[config.mk]
export PLATFORM = sky130hd
export DESIGN_NAME = seven_seg_scan_ctrl_flat
export DESIGN_NICKNAME = d
export VERILOG_FILES = /design/src/rtl/seven_seg_scan_ctrl_if.sv /design/src/rtl/seven_seg_scan_ctrl.sv /design/src/flat_wrapper.sv
export SDC_FILE = /design/constraint.sdc
export NUM_CORES = 1
export LEC_CHECK = 0
export CAP_MARGIN = 20
export CORE_MARGIN = 5
export CORE_UTILIZATION = 45
export CTS_CLUSTER_SIZE = 20
export DETAILED_ROUTE_END_ITERATION = 10
export PLACE_DENSITY = 0.72
export SLEW_MARGIN = 5
export SYNTH_ARGS = -nofsm -noshare
export SYNTH_HDL_FRONTEND = slang
export SYNTH_SLANG_ARGS = --single-unit
[constraint.sdc]
create_clock -name clk -period 6.8 [get_ports clk]
set_input_delay 1.7 -clock clk [delete_from_list [all_inputs] [get_ports clk]]
set_output_delay 1.7 -clock clk [all_outputs]
set_load 0.005 [all_outputs]
[src/rtl/seven_seg_scan_ctrl_if.sv]
// Pattern-load channel for seven_seg_scan_ctrl: a valid/ready handshake that
// carries one 7-bit segment pattern per digit.
interface seven_seg_scan_ctrl_if #(
  parameter int unsigned NUM_DIGITS = 2
);
  logic [NUM_DIGITS*7-1:0] digit_in;
  logic                    load_valid;
  logic                    load_ready;

  modport master (output digit_in, output load_valid, input load_ready);
  modport slave  (input digit_in, input load_valid, output load_ready);
endinterface

[src/rtl/seven_seg_scan_ctrl.sv]
// Multiplexed seven-segment scan scheduler: blanking, PWM brightness and a
// frame-synchronous double buffer. Optional lamp test: define SEG_SCAN_LAMP_TEST_EN.
module seven_seg_scan_ctrl #(
  parameter int unsigned NUM_DIGITS   = 2,
  parameter int unsigned CLK_DIV      = 16000,
  parameter int unsigned BLANK_CYCLES = 160,
  parameter int unsigned BRIGHT_W     = 4
) (
  input  logic                          clk,
  input  logic                          rst_n,
  seven_seg_scan_ctrl_if.slave          load,
  input  logic [BRIGHT_W-1:0]           brightness,
`ifdef SEG_SCAN_LAMP_TEST_EN
  input  logic                          lamp_test,
`endif
  output logic [6:0]                    segout,
  output logic [NUM_DIGITS-1:0]         digit_en,
  output logic [$clog2(NUM_DIGITS)-1:0] digit_idx,
  output logic                          frame_tick
);
  localparam int unsigned IDX_W  = $clog2(NUM_DIGITS);
  localparam int unsigned CNT_W  = $clog2(CLK_DIV);
  localparam int unsigned PROD_W = $clog2(CLK_DIV + 1) + BRIGHT_W + 1;
  localparam int unsigned SPAN   = CLK_DIV - BLANK_CYCLES;

  typedef enum logic [1:0] {BLANK, ON, DARK} state_t;

  state_t                       state, state_next;
  logic [CNT_W-1:0]             cnt, cnt_next;
  logic [IDX_W-1:0]             idx_next;
  logic [BRIGHT_W-1:0]          bright_q, bright_slot;
  logic [NUM_DIGITS-1:0][6:0]   active, shadow, active_next, shadow_next;
  logic                         ready_q, ready_next;
  logic [6:0]                   segout_next;
  logic [NUM_DIGITS-1:0]        digit_en_next;
  logic                         frame_tick_next;
  logic [PROD_W-1:0]            on_cycles, on_end;
  logic                         wrap, accept, transfer, lamp;

`ifdef SEG_SCAN_LAMP_TEST_EN
  assign lamp = lamp_test;
`else
  assign lamp = 1'b0;
`endif

  assign load.load_ready = ready_q;

  // All registers, including the outputs, which are loaded with next-cycle values
  // so that segout/digit_en/frame_tick line up with the slot counter.
  always_ff @(posedge clk or negedge rst_n) begin
    if (!rst_n) begin
      state      <= BLANK;
      cnt        <= '0;
      digit_idx  <= '0;
      bright_q   <= '0;
      active     <= '0;
      shadow     <= '0;
      ready_q    <= 1'b1;
      segout     <= '0;
      digit_en   <= '0;
      frame_tick <= 1'b0;
    end else begin
      state      <= state_next;
      cnt        <= cnt_next;
      digit_idx  <= idx_next;
      bright_q   <= bright_slot;
      active     <= active_next;
      shadow     <= shadow_next;
      ready_q    <= ready_next;
      segout     <= segout_next;
      digit_en   <= digit_en_next;
      frame_tick <= frame_tick_next;
    end
  end

  always_comb begin
    wrap            = (cnt == CNT_W'(CLK_DIV - 1));
    cnt_next        = wrap ? '0 : cnt + CNT_W'(1);
    idx_next        = digit_idx;
    state_next      = state;
    segout_next     = '0;
    digit_en_next   = '0;
    ready_next      = ready_q;

    if (wrap) begin
      idx_next = (digit_idx == IDX_W'(NUM_DIGITS - 1)) ? '0 : digit_idx + IDX_W'(1);
    end

    // Brightness is captured in the counter==0 cycle and held for the slot.
    bright_slot = (cnt == '0) ? brightness : bright_q;
    on_cycles   = PROD_W'((PROD_W'(SPAN) * (PROD_W'(bright_slot) + PROD_W'(1))) >> BRIGHT_W);
    on_end      = PROD_W'(BLANK_CYCLES) + on_cycles;

    unique case (state)
      BLANK: if (cnt_next == CNT_W'(BLANK_CYCLES)) state_next = (on_cycles == '0) ? DARK : ON;
      ON:    if (PROD_W'(cnt_next) == on_end) state_next = DARK;
      DARK:  state_next = DARK;
      default: state_next = BLANK;
    endcase
    if (wrap) state_next = BLANK;

    // Shadow->active only at the frame boundary; a same-cycle accept lands in shadow.
    accept      = load.load_valid && ready_q;
    transfer    = frame_tick && !ready_q;
    active_next = transfer ? shadow : active;
    shadow_next = accept ? load.digit_in : shadow;
    if (transfer) ready_next = 1'b1;
    if (accept)   ready_next = 1'b0;

    frame_tick_next = (cnt_next == CNT_W'(CLK_DIV - 1)) && (idx_next == IDX_W'(NUM_DIGITS - 1));
    if (state_next == ON) begin
      segout_next   = lamp ? 7'h7F : active[idx_next];
      digit_en_next = NUM_DIGITS'(1) << idx_next;
    end
  end
endmodule
[src/flat_wrapper.sv]
// flat-port wrapper written by rule: the top's interface ports become plain ports
module seven_seg_scan_ctrl_flat 
#(
  parameter int unsigned NUM_DIGITS   = 2,
  parameter int unsigned CLK_DIV      = 16000,
  parameter int unsigned BLANK_CYCLES = 160,
  parameter int unsigned BRIGHT_W     = 4
)
  (clk, rst_n, brightness, segout, digit_en, digit_idx, frame_tick, load_digit_in, load_load_valid, load_load_ready);
  seven_seg_scan_ctrl_if #(.NUM_DIGITS(NUM_DIGITS)) load_i ();
  input  logic clk;
  input  logic rst_n;
  input  logic [BRIGHT_W-1:0] brightness;
  output logic [6:0] segout;
  output logic [NUM_DIGITS-1:0] digit_en;
  output logic [$clog2(NUM_DIGITS)-1:0] digit_idx;
  output logic frame_tick;
  input wire logic [$bits(load_i.digit_in)-1:0] load_digit_in;
  input wire logic [$bits(load_i.load_valid)-1:0] load_load_valid;
  output wire logic [$bits(load_i.load_ready)-1:0] load_load_ready;
  assign load_i.digit_in = load_digit_in;
  assign load_i.load_valid = load_load_valid;
  assign load_load_ready = load_i.load_ready;
  seven_seg_scan_ctrl #(.NUM_DIGITS(NUM_DIGITS), .CLK_DIV(CLK_DIV), .BLANK_CYCLES(BLANK_CYCLES), .BRIGHT_W(BRIGHT_W)) u_core (.clk(clk), .rst_n(rst_n), .load(load_i), .brightness(brightness), .segout(segout), .digit_en(digit_en), .digit_idx(digit_idx), .frame_tick(frame_tick));
endmodule
==> flow_summary.rst <==
.. list-table::
   :header-rows: 1

   * - Metric
     - Value
   * - CP cell instances
     - clkdlybuf4s50_1 > mux2i_2 > buf_4 > xnor2_1 > buf_4 > inv_1 > fa_1 > inv_2 > fa_1 > fa_1 > ha_4 > buf_4 > nand2_1 > a211oi_2 > nor4bb_2 > or3_4 > buf_4 > o21a_1 > o221ai_2 > o211ai_2 > o31ai_4 > buf_6 > a21oi_1
   * - Number of buffers inserted by port buffering
     - 32
   * - CTS tree
     - yes
   * - DIE AREA
     - 11,600 sq um
   * - Dominant combinational cell family by area after synthesis
     - simple AND/OR/NAND/NOR gates
   * - Kind of critical path
     - in2reg
   * - Switching power of the nets
     - 702 uW
   * - Die extent in x
     - 108 microns
   * - Slack of the worst reg-to-reg path
     - 490 ps
   * - Post-route antenna net violation count
     - 0
   * - Number of hold-slack violations in the final timing report
     - 0
   * - Crit path launch type
     - input port
   * - Share of post-route cells with drive strength above 1
     - 0.296
   * - Max stage delay on crit path
     - 510 ps
   * - Cell with the largest stage delay on the worst path
     - sky130_fd_sc_hd__fa_1
   * - Ranking of synthesized cells by instance count
     - sky130_fd_sc_hd__dfrtp_1, sky130_fd_sc_hd__ha_1, sky130_fd_sc_hd__mux2_2, sky130_fd_sc_hd__inv_1, sky130_fd_sc_hd__a21oi_1
   * - Largest net degree at the start of global routing
     - 61
   * - Vias per Instance
     - 5.44
   * - Share of flip-flops with an asynchronous set or reset after synthesis
     - 1.00
   * - Post-cts hold buffer count
     - 0
   * - Number of distinct standard cells referenced by the synthesized netlist
     - 61
   * - Number of warnings reported in the yosys synthesis log
     - 0
   * - Largest fanout on the critical path
     - 5
   * - Adder-cell area share of the yosys netlist
     - 0.151
   * - Cell area after synthesis
     - 4310 sq um
   * - Via count of the first global-routing pass
     - 3,478
   * - Syn_nets
     - 495
   * - Main area contributors after synthesis
     - sky130_fd_sc_hd__dfrtp_1, sky130_fd_sc_hd__ha_1, sky130_fd_sc_hd__mux2_2
   * - Most used standard cell by instance count after synthesis
     - sky130_fd_sc_hd__dfrtp_1
   * - Y dimension of the die
     - 108 microns
   * - Count of endpoints failing setup in the final report
     - 0
   * - Leakage power of the design
     - 2.55 nW
   * - Inserted Diodes
     - 0
   * - First-pass GRT wire length
     - 16.6 mm
   * - Share of the yosys chip area belonging to registers
     - 0.349
   * - Clock power share
     - 0.161
   * - Max-cap violation count
     - 0
   * - Synth Instances
     - 429
   * - Crit end category
     - register
   * - WL/cell
     - 15.9 microns
   * - Number of synthesized register bits
     - 60
   * - Relative contribution of sequential cells to total power
     - 0.201
   * - Post-synthesis share of cell area spent on xor and xnor gates
     - 0.0528
   * - Most common cell type on the critical path
     - sky130_fd_sc_hd__buf_4
   * - Clk Tree Root Cell
     - sky130_fd_sc_hd__clkbuf_8
   * - Placeable core area
     - 9280 sq um
   * - Number of nets at the end of the flow
     - 585
   * - Setup repair after global routing missed its margin
     - false
   * - Buffer levels on the longest clock path
     - 2
   * - Clock latency at the later pin of the worst-skew pair
     - 330 ps
   * - EDFF count, synth
     - 0
   * - Max-slew violation count
     - 0
   * - Critical path arrival
     - 6790 ps
   * - Vias after detailed routing
     - 3,544
   * - Depth of the CTS H-tree
     - 3
   * - Pwr Density
     - 323 nW/um^2
   * - Fin Hold WS
     - 504 ps
   * - Portion of total power attributed to combinational logic
     - 0.639
   * - Relative slew slack
     - 0.509
   * - Simple-gate area share of the yosys netlist
     - 0.191
   * - Portion of synthesized cell area occupied by the leading cell type
     - 0.342
   * - Final wirelength
     - 10.4 mm
   * - VDD IR-drop max
     - 0.179 mV
   * - Fmax
     - 151 MHz
   * - Share of cell area taken by muxes after synthesis
     - 0.109
   * - Half-perimeter wire length after placement
     - 8.03 mm
   * - Outcome
     - finished, final reports clean
   * - Clock slew at the register clock pins of the worst setup and hold paths
     - 60 ps
   * - Worst hold-check path type
     - reg2reg
   * - Multi-input gate area in the final layout
     - 2800 sq um
   * - Average footprint of a synthesized cell
     - 10.1 sq um
   * - Number of core rows
     - 35
   * - Count of unresolved DRC violations after routing
     - 0
   * - P&R area growth vs syn
     - 28.5%
   * - Final core occ
     - 0.597
   * - Total power
     - 1.79 mW
   * - I/O pin count
     - 33
   * - Antenna violations before repair
     - 0
   * - GRT overflow
     - 0
   * - Ys flop type
     - sky130_fd_sc_hd__dfrtp_1
   * - Worst Tran Pin Value
     - 737 ps
   * - 1st-pass router iterations
     - 4
   * - Most area-hungry cell type in the Yosys netlist
     - sky130_fd_sc_hd__dfrtp_1
   * - Total routing usage reported by global routing
     - 0.180
   * - Register area
     - 1500 sq um
   * - Clock buffers created by TritonCTS
     - 9
   * - Crit path time final
     - 6610 ps
   * - Complex-gate fraction of the synthesized area
     - 0.104
   * - Setup WS pre-CTS
     - -446 ps
   * - Aggregate negative setup slack
     - 0 ps
   * - Clock Skew
     - 9.50 ps
   * - Final RePlAce weighted congestion
     - 0.935
   * - Fin worst setup slack
     - 195 ps
   * - Share of total power consumed by net switching
     - 0.393
   * - Internal Pwr Total
     - 1.09 mW
   * - Critical Path RT
     - 6980 ps
   * - Starting DRT DRC Count
     - 141
   * - Initial Util
     - 0.464
   * - Fill cells
     - 782
   * - Final worst-path cycle share
     - 0.971
   * - Clk sinks
     - 60
registers in the layout, indices dropped and copies added (netlist names):
register	flops
u_core.frame_tick	1
u_core.digit_en	2
u_core.active	14
u_core.digit_idx	1
u_core.cnt	14
u_core.state	2
u_core.bright_q	4
u_core.load.load_ready	1
u_core.shadow	14
u_core.segout	7
final timing paths:
| kind | startpoint | endpoint | depth (start not counted) |
|---|---|---|---|
| min reg2reg | u_core.shadow[9] | u_core.active[9] | 1 |
| max reg2reg | u_core.cnt[0] | u_core.digit_en[0] | 27 |
| min | u_core.shadow[9] | u_core.active[9] | 1 |
| max | brightness[2] | u_core.digit_en[0] | 23 |
| min in group asynchronous | rst_n | u_core.cnt[12] | 2 |
| max in group asynchronous | rst_n | u_core.shadow[5] | 2 |
cell type report:
| cell class | count | area share |
|---|---|---|
| inverter | 32 | 0.0217 |
| timing repair buffer | 93 | 0.141 |
| multi-input combinational | 323 | 0.505 |
| tap | 129 | 0.0291 |
| clock buffer | 11 | 0.0273 |
| sequential | 60 | 0.271 |
| clock inverter | 4 | 0.00452 |
metrics by stage:
| stage | area, sq um | instances |
|---|---|---|
| detailed placement | 5170 | 635 |
| global placement | 5170 | 635 |
| floorplan | 4310 | 429 |
| finish | 5540 | 652 |
| global route | 5540 | 652 |
| CTS | 5370 | 652 |
critical path: cells and delay by family:
kind	cells	cell delay, ps
muxes	1	310
buffers and inverters	8	1380
and+or+nand+nor	3	570
AOI/OAI and AO/OA	6	1000
xor gates and xnor gates	1	110
adders and majority gates	4	1690
power by group through the flow:
stage	logic, mW	clock network (mW)	registers (mW)
after floorplan	0.615	0	0.365
after global placement	0.981	0	0.365
after detailed placement	1.01	0	0.365
after CTS	1.02	0.295	0.359
after global routing	1.25	0.309	0.359
final	1.14	0.287	0.359
routing by layer:
layer  global-route usage  share of wire  vias to the layer above  routed length (microns)
met1                0.234           0.43                     1726                     4470
met5                    0              0                        -                        0
met4               0.0523          0.018                        0                      189
li1                     -              -                     1720                        -
met3               0.0330          0.046                       17                      482
met2                0.306           0.50                       81                     5230
logic make-up (layout without fill, tap and decap cells):
group           after synthesis  after routing
compound gates               68             68
fa+ha+maj                    45             45
buf+inv                      46            140
xor+xnor                     26             26
simple gates                141            141
flops                        60             60
mux                          43             43
cell usage in the layout (no fill, tap or decap), types with 4 or more instances in the layout:
cell,count
sky130_fd_sc_hd__a21oi_1,22
sky130_fd_sc_hd__a21oi_2,5
sky130_fd_sc_hd__and2_1,5
sky130_fd_sc_hd__and3_1,5
sky130_fd_sc_hd__and4_1,5
sky130_fd_sc_hd__buf_4,59
sky130_fd_sc_hd__clkbuf_8,11
sky130_fd_sc_hd__clkdlybuf4s50_1,30
sky130_fd_sc_hd__dfrtp_1,59
sky130_fd_sc_hd__fa_1,11
sky130_fd_sc_hd__ha_1,27
sky130_fd_sc_hd__inv_1,29
sky130_fd_sc_hd__mux2_2,32
sky130_fd_sc_hd__mux2i_1,10
sky130_fd_sc_hd__nand2_1,19
sky130_fd_sc_hd__nand2b_1,7
sky130_fd_sc_hd__nand3_1,19
sky130_fd_sc_hd__nand4_1,10
sky130_fd_sc_hd__nor2_1,22
sky130_fd_sc_hd__nor2b_1,4
sky130_fd_sc_hd__nor3_1,13
sky130_fd_sc_hd__o21ai_0,12
sky130_fd_sc_hd__xnor2_1,15
sky130_fd_sc_hd__xor2_1,7
repair_timing:
item,in CTS,in global routing
setup buffers,2,0
pin swaps,3,14
setup endpoints to repair,11,11
gates resized for setup,2,36
(Power assumes the default switching activity.)
